## src/rtl/serial_subtractor.sv

```systemverilog
// ---------------------------------------------------------------------------
// serial_subtractor
//   Bit-serial two's-complement subtractor: Result = A - B, one bit per clock,
//   LSB first, with a registered borrow chain. Operands are captured on an
//   accepted start. Result and flags are loaded together on the last bit.
//   After that load, done pulses for one cycle and the values hold until the
//   next load.
//
// Ports
//   clk      rising-edge clock
//   reset    asynchronous, active-high; clears all state and outputs
//   start    request, sampled only while busy = 0
//   A, B     minuend / subtrahend, captured on accepted start
//   busy     high while a subtraction is in progress
//   done     one-cycle pulse: Result/flags were just updated
//   Result   A - B mod 2^WIDTH
//   Borrow   final borrow (1 when A < B unsigned)
//   Zero     Result == 0
//   Overflow signed overflow of A - B
// ---------------------------------------------------------------------------
module serial_subtractor #(
  parameter int WIDTH = 8
) (
  input  logic             clk,
  input  logic             reset,
  input  logic             start,
  input  logic [WIDTH-1:0] A,
  input  logic [WIDTH-1:0] B,
  output logic             busy,
  output logic             done,
  output logic [WIDTH-1:0] Result,
  output logic             Borrow,
  output logic             Zero,
  output logic             Overflow
);

  localparam int             CW       = $clog2(WIDTH);
  localparam logic [CW-1:0]  LAST_CNT = CW'(WIDTH - 1);

  localparam logic [1:0] ST_IDLE = 2'd0;
  localparam logic [1:0] ST_RUN  = 2'd1;
  localparam logic [1:0] ST_DONE = 2'd2;

  // Full-subtractor difference bit.
  function automatic logic diff_bit(input logic a, input logic b, input logic bin);
    return a ^ b ^ bin;
  endfunction

  // Full-subtractor borrow out.
  function automatic logic borrow_bit(input logic a, input logic b, input logic bin);
    return (~a & b) | (~(a ^ b) & bin);
  endfunction

  // State registers
  logic [1:0]       state_r;
  logic [WIDTH-1:0] a_sh_r;
  logic [WIDTH-1:0] b_sh_r;
  logic [WIDTH-1:0] r_sh_r;
  logic             borrow_r;
  logic [CW-1:0]    count_r;
  logic             a_msb_r;
  logic             b_msb_r;

  // Next-state values
  logic [1:0]       state_s;
  logic [WIDTH-1:0] a_sh_s;
  logic [WIDTH-1:0] b_sh_s;
  logic [WIDTH-1:0] r_sh_s;
  logic             borrow_s;
  logic [CW-1:0]    count_s;
  logic             a_msb_s;
  logic             b_msb_s;
  logic             busy_s;
  logic             done_s;
  logic [WIDTH-1:0] result_s;
  logic             borrow_out_s;
  logic             zero_s;
  logic             overflow_s;

  // Per-bit datapath terms
  logic             d_s;
  logic             borrow_next_s;
  logic [WIDTH-1:0] r_next_s;

  // Next-state and output-load logic for the IDLE/RUN/DONE sequencer.
  always_comb begin
    state_s      = state_r;
    a_sh_s       = a_sh_r;
    b_sh_s       = b_sh_r;
    r_sh_s       = r_sh_r;
    borrow_s     = borrow_r;
    count_s      = count_r;
    a_msb_s      = a_msb_r;
    b_msb_s      = b_msb_r;
    busy_s       = busy;
    done_s       = 1'b0;
    result_s     = Result;
    borrow_out_s = Borrow;
    zero_s       = Zero;
    overflow_s   = Overflow;

    d_s           = diff_bit(a_sh_r[0], b_sh_r[0], borrow_r);
    borrow_next_s = borrow_bit(a_sh_r[0], b_sh_r[0], borrow_r);
    // Difference bits enter from the MSB end so that after WIDTH shifts bit 0
    // sits at position 0.
    r_next_s      = {d_s, r_sh_r[WIDTH-1:1]};

    case (state_r)
      ST_IDLE, ST_DONE: begin
        if (start) begin
          state_s  = ST_RUN;
          a_sh_s   = A;
          b_sh_s   = B;
          r_sh_s   = {WIDTH{1'b0}};
          borrow_s = 1'b0;
          count_s  = {CW{1'b0}};
          a_msb_s  = A[WIDTH-1];
          b_msb_s  = B[WIDTH-1];
          busy_s   = 1'b1;
        end else begin
          state_s  = ST_IDLE;
          busy_s   = 1'b0;
        end
      end

      ST_RUN: begin
        a_sh_s   = {1'b0, a_sh_r[WIDTH-1:1]};
        b_sh_s   = {1'b0, b_sh_r[WIDTH-1:1]};
        r_sh_s   = r_next_s;
        borrow_s = borrow_next_s;
        count_s  = count_r + CW'(1);
        if (count_r == LAST_CNT) begin
          // Last bit: publish the complete result and flags at once.
          state_s      = ST_DONE;
          busy_s       = 1'b0;
          done_s       = 1'b1;
          result_s     = r_next_s;
          borrow_out_s = borrow_next_s;
          zero_s       = (r_next_s == {WIDTH{1'b0}});
          // Overflow only possible when operand signs differ and the result
          // sign departs from the minuend sign.
          overflow_s   = (a_msb_r != b_msb_r) && (r_next_s[WIDTH-1] != a_msb_r);
        end else begin
          state_s      = ST_RUN;
          busy_s       = 1'b1;
        end
      end

      default: begin
        state_s = ST_IDLE;
        busy_s  = 1'b0;
      end
    endcase
  end

  // Sequencer, datapath and registered outputs; reset discards any operation.
  always_ff @(posedge clk or posedge reset) begin
    if (reset) begin
      state_r  <= ST_IDLE;
      a_sh_r   <= {WIDTH{1'b0}};
      b_sh_r   <= {WIDTH{1'b0}};
      r_sh_r   <= {WIDTH{1'b0}};
      borrow_r <= 1'b0;
      count_r  <= {CW{1'b0}};
      a_msb_r  <= 1'b0;
      b_msb_r  <= 1'b0;
      busy     <= 1'b0;
      done     <= 1'b0;
      Result   <= {WIDTH{1'b0}};
      Borrow   <= 1'b0;
      Zero     <= 1'b0;
      Overflow <= 1'b0;
    end else begin
      state_r  <= state_s;
      a_sh_r   <= a_sh_s;
      b_sh_r   <= b_sh_s;
      r_sh_r   <= r_sh_s;
      borrow_r <= borrow_s;
      count_r  <= count_s;
      a_msb_r  <= a_msb_s;
      b_msb_r  <= b_msb_s;
      busy     <= busy_s;
      done     <= done_s;
      Result   <= result_s;
      Borrow   <= borrow_out_s;
      Zero     <= zero_s;
      Overflow <= overflow_s;
    end
  end

endmodule

```

## config.mk

```make
export PLATFORM = sky130hd
export DESIGN_NAME = serial_subtractor
export DESIGN_NICKNAME = d
export VERILOG_FILES = /design/src/rtl/serial_subtractor.sv
export SDC_FILE = /design/constraint.sdc
export NUM_CORES = 1
export LEC_CHECK = 0
export CORE_UTILIZATION = 55
export DETAILED_ROUTE_END_ITERATION = 8
export GPL_ROUTABILITY_DRIVEN = 0
export PLACE_DENSITY = 0.83
export SLEW_MARGIN = 10
export SYNTH_ARGS = -nofsm -noshare
export SYNTH_HDL_FRONTEND = slang
export SYNTH_SLANG_ARGS = --single-unit
```

## constraint.sdc

```tcl
create_clock -name clk -period 2.8 [get_ports clk]
set_input_delay 0.56 -clock clk [delete_from_list [all_inputs] [get_ports clk]]
set_output_delay 0.56 -clock clk [all_outputs]
set_load 0.01 [all_outputs]
```

# Word-level counts from Yosys, hierarchy flattened
# Index checks and enable logic that the tools add are counted.
dict set report classes {
  addsub 1
  n_eq_ne 6
  mux 18
  n_bitwise 7
  reduce_logical 8
}
# op n
set op_table {}
lappend op_table {{case mux 8 bit (2 select lines)} 3}
lappend op_table {{2-to-1 mux 8 bit} 3}
lappend op_table {{zero test 8 bit} 1}
lappend op_table {{2-to-1 mux 1 bit} 6}
lappend op_table {{case mux 3 bit (2 select lines)} 1}
lappend op_table {{AND reduction 2 bit} 3}
lappend op_table {{case mux 1 bit (2 select lines)} 2}
lappend op_table {{case mux 2 bit (2 select lines)} 1}
lappend op_table {{adder 3 x 1 -> 3 bit (second input constant)} 1}
lappend op_table {{equality test 3 bit (second input constant)} 1}
lappend op_table {{2-to-1 mux 3 bit} 1}
lappend op_table {{bitwise AND 1 bit} 2}
lappend op_table {{equality test 2 x 1 -> 1 bit (second input constant)} 1}
lappend op_table {{equality test 2 bit (second input constant)} 1}
lappend op_table {{zero test 2 bit} 1}
lappend op_table {{2-to-1 mux 2 bit} 1}
lappend op_table {{inequality test 1 bit} 2}
lappend op_table {{inequality test 2 bit (second input constant)} 1}
lappend op_table {{NOT 1 bit} 2}
lappend op_table {{nonzero test 2 bit} 1}
lappend op_table {{OR reduction 2 bit} 1}
lappend op_table {{bitwise XOR 1 bit} 2}
lappend op_table {{logical AND 1 bit} 1}
lappend op_table {{OR 1 bit} 1}
dict set report word_totals {
  register_bits 45
  out_inout_bits 13
  elab_cells 54
}

# Depth between registers and ports, before layout
dict set report depth {
  depth_word 5
  ltp_mapped 6
}

# Least setup slack after synthesis
# No wires, ideal clock.
dict set report synth_timing {
  path_kind {register to register}
  from {reg count_r[0]}
  to {reg Result[0]}
  setup_ns 0.125
  arrival_time_ns 1.311
  t_required_ns 2.675
  setup_slack_ns 1.364
  path_stages_with_launch 6
  n_path_buf 1
  cell_sequence {dfrtp_1 > ha_1 > ha_1 > nand3b_4 > buf_6 > mux2_4}
}
dict set report synth_via {
  elab_chain_cells 2
}
# element line_no
set synth_lines {}
lappend synth_lines {{start, declared} 60} ;# logic [CW-1:0] count_r;
lappend synth_lines {{start signal, assigned} 164} ;# count_r <= {CW{1'b0}};
lappend synth_lines {{start signal, assigned} 179} ;# count_r <= count_s;
lappend synth_lines {{equality test 3 bit} 132} ;# if (count_r == LAST_CNT) begin
lappend synth_lines {{AND reduction 2 bit (no source line)} n/a}
lappend synth_lines {{end signal, assigned} 169} ;# Result <= {WIDTH{1'b0}};
lappend synth_lines {{end signal, assigned} 184} ;# Result <= result_s;
lappend synth_lines {{end, declared} 31} ;# output logic [WIDTH-1:0] Result,
# No other way between the ends.
# A chain may end at the register's enable or synchronous reset.

==> impl_metrics.json <==
{
  "drtAntennaViolNets": 0,
  "max_freq_ghz": 0.507,
  "finClkSkew_ns": 0.0123,
  "rsz0062_at_grt": "false",
  "layout-drive-gt1-share": 0.118,
  "dp_hpwl_um": 2360,
  "vias": 1249,
  "wirelength_um": 3320,
  "synth_area_leaders": "dfrtp_1, a22o_1, o22ai_1",
  "start_util": 0.587,
  "grtUsageTotal": 0.218,
  "synth-edff-count": 0,
  "critPathKind": "reg -> out",
  "synth_cell_types": 25,
  "synthesis.area_mm2": 0.00182,
  "setup_viol": 0,
  "yosysTopAreaCell": "dfrtp_1",
  "synthToLayoutAreaGrowth_pct": 17.5,
  "postCtsSetupBuffers": 0,
  "period_needed_ns": 1.97,
  "cp.arrival_ns": 1.41,
  "cp_cell_sequence": "clkdlybuf4s50_1",
  "async_flop_share": 1.00,
  "nNetsFinal": 201,
  "insertedDiodeCount": 0,
  "wire_per_inst_um": 15.0,
  "die_x_um": 59.6,
  "row_count": 20,
  "critPathTopFamily": "buffers and inverters",
  "drc": 0,
  "synth_top_area_share": 0.577,
  "syn-num-nets": 171,
  "cts_resized": 0,
  "rrSetupSlack_ns": 1.23,
  "clockBufferDepth": 2,
  "critPathRequiredTime_ns": 2.24,
  "synthTopCellsByCount": "dfrtp_1, o22ai_1, nor2_1",
  "hp-class": "reg -> reg",
  "synth_top_flop_cell": "dfrtp_1",
  "cts_buffers": 5,
  "ir_worst_vdd_uv": 767,
  "dpl-instance-area_mm2": 0.00209,
  "critPathBufInv": 1,
  "clkLatencyLatePin_ns": 0.35,
  "clk_pin_slew_worst_paths_ns": 0.11,
  "htree_num_levels": 2,
  "slowest_delay_ns": 0.59,
  "r2r_cells": 5,
  "grt_max_degree": 43,
  "grt_pass1_wl_um": 5490,
  "worst_pin_slew_ns": 0.676,
  "status": "completed",
  "design_area_mm2": 0.00214,
  "die_area_mm2": 0.00355,
  "r2r_end": "Zero",
  "holdBufCountCts": 0,
  "end_kind": "output pin",
  "layout_setup_ws_ns": 0.826,
  "dp_cells": 215,
  "ys.warnings.count": 0,
  "holdCritStartpoint": "Zero",
  "syn_inst": 148,
  "cts_tree": "yes",
  "slew_viol_final": 0,
  "hold_viol": 0,
  "fin_util": 0.690,
  "path_max_fanout": 6,
  "startpoint_type": "flop",
  "cts_sinks": 42,
  "stdcell_count": 222,
  "yosys.cell_count.top_type": "dfrtp_1",
  "dpl_worst_slack_ns": 0.883,
  "ctsRootBufferMaster": "clkbuf_4",
  "core_area_mm2": 0.00310,
  "tns_ns": 0,
  "max_cap_viol_count": 0,
  "cp_slowest_cell": "clkdlybuf4s50_1",
  "die_h_um": 59.6,
  "ioPinCount": 32,
  "hold_depth": 2,
  "pwr_density_cell_mw_per_mm2": 1130,
  "drt-pass1-iter-count": 4,
  "vias_per_cell": 5.63,
  "relSlewSlack": 0.549,
  "drtIter0Drc": 63,
  "leakage_uw": 0.000963,
  "io_buffers": 31,
  "grt_pass1_vias": 1235,
  "rr_startpoint": "b_sh_r[0]",
  "hold_end": "Zero",
  "final.period_utilization": 0.705,
  "synth-seq-area-share": 0.577,
  "grt_overflow": 0,
  "syn_area_per_cell_um2": 12.3,
  "antenna_found_initial": 0,
  "ys_ff_latch": 42
}
==> cell usage in the layout (no fill, tap or decap), types with 3 or more instances in the layout <==
master / Yosys / routed
o22ai_1: 14 / 14
clkdlybuf4s50_1: 0 / 31
clkbuf_4: 0 / 5
nand2_1: 10 / 10
nor2_1: 13 / 13
mux2_4: 3 / 3
inv_1: 5 / 5
nor3_1: 12 / 12
o21ai_0: 5 / 5
a21oi_1: 3 / 3
dfrtp_1: 42 / 42
mux2_2: 5 / 5
a22o_1: 10 / 10
==> flip-flops by register name, summed over array words and instances, names as in the netlist, 3 cells and up <==
| name | count |
|---|---|
| Result | 8 |
| a_sh_r | 8 |
| b_sh_r | 8 |
| r_sh_r | 7 |
| count_r | 3 |
==> power breakdown <==
group	switching, uW	internal (uW)	leakage (uW)	total (uW)
Clock	187	90.5	0.0000308	277
Sequential	202	892	0.000513	1090
Combinational	518	539	0.000420	1060
==> layer usage <==
layer | routed length, um | vias up | GRT usage
met1 | 1390 | 624 | 0.278
met2 | 1730 | 34 | 0.343
li1 | - | 585 | -
met3 | 135 | 6 | 0.0590
met4 | 63 | 0 | 0.106
met5 | 0 | - | 0
==> metrics by stage <==
step / hold slack, ns / total power, uW
2_1_floorplan: 0.458 / 1890
3_3_place_gp: 0.463 / 2090
3_5_place_dp: 0.469 / 2170
4_1_cts: 0.495 / 2440
5_1_grt: 0.515 / 2620
6_report: 0.489 / 2430
==> final cells by class <==
| class | instances | area (um2) |
|---|---|---|
| fillers | 254 | 962 |
| well taps | 44 | 55.1 |
| inverters | 5 | 18.8 |
| repair buffers | 33 | 325 |
| multi-input cells | 91 | 643 |
| clock buffers | 5 | 37.5 |
| clock inverters | 2 | 10.0 |
| flip-flops and latches | 42 | 1050 |
==> kinds of logic after synthesis <==
group,count (synthesis),synth area share
and+or+nand+nor,45,0.134
DFF,42,0.577
AOI/OAI and AO/OA,34,0.128
buffers and inverters,15,0.0701
muxes,8,0.0556
adders and majority gates,4,0.0357
==> worst max path at each step <==
stage                    start        end  slack (ns)  cells after the start
floorplan                reset     Borrow        1.27                      1
global placement         start  b_sh_r[6]        0.92                      4
detailed placement       start  a_sh_r[5]        0.88                      4
CTS                 state_r[0]       busy        0.80                      1
global route        state_r[0]       busy        0.75                      1
finish              state_r[0]       busy        0.83                      1
No activity file was read; power rests on OpenSTA's default activity.
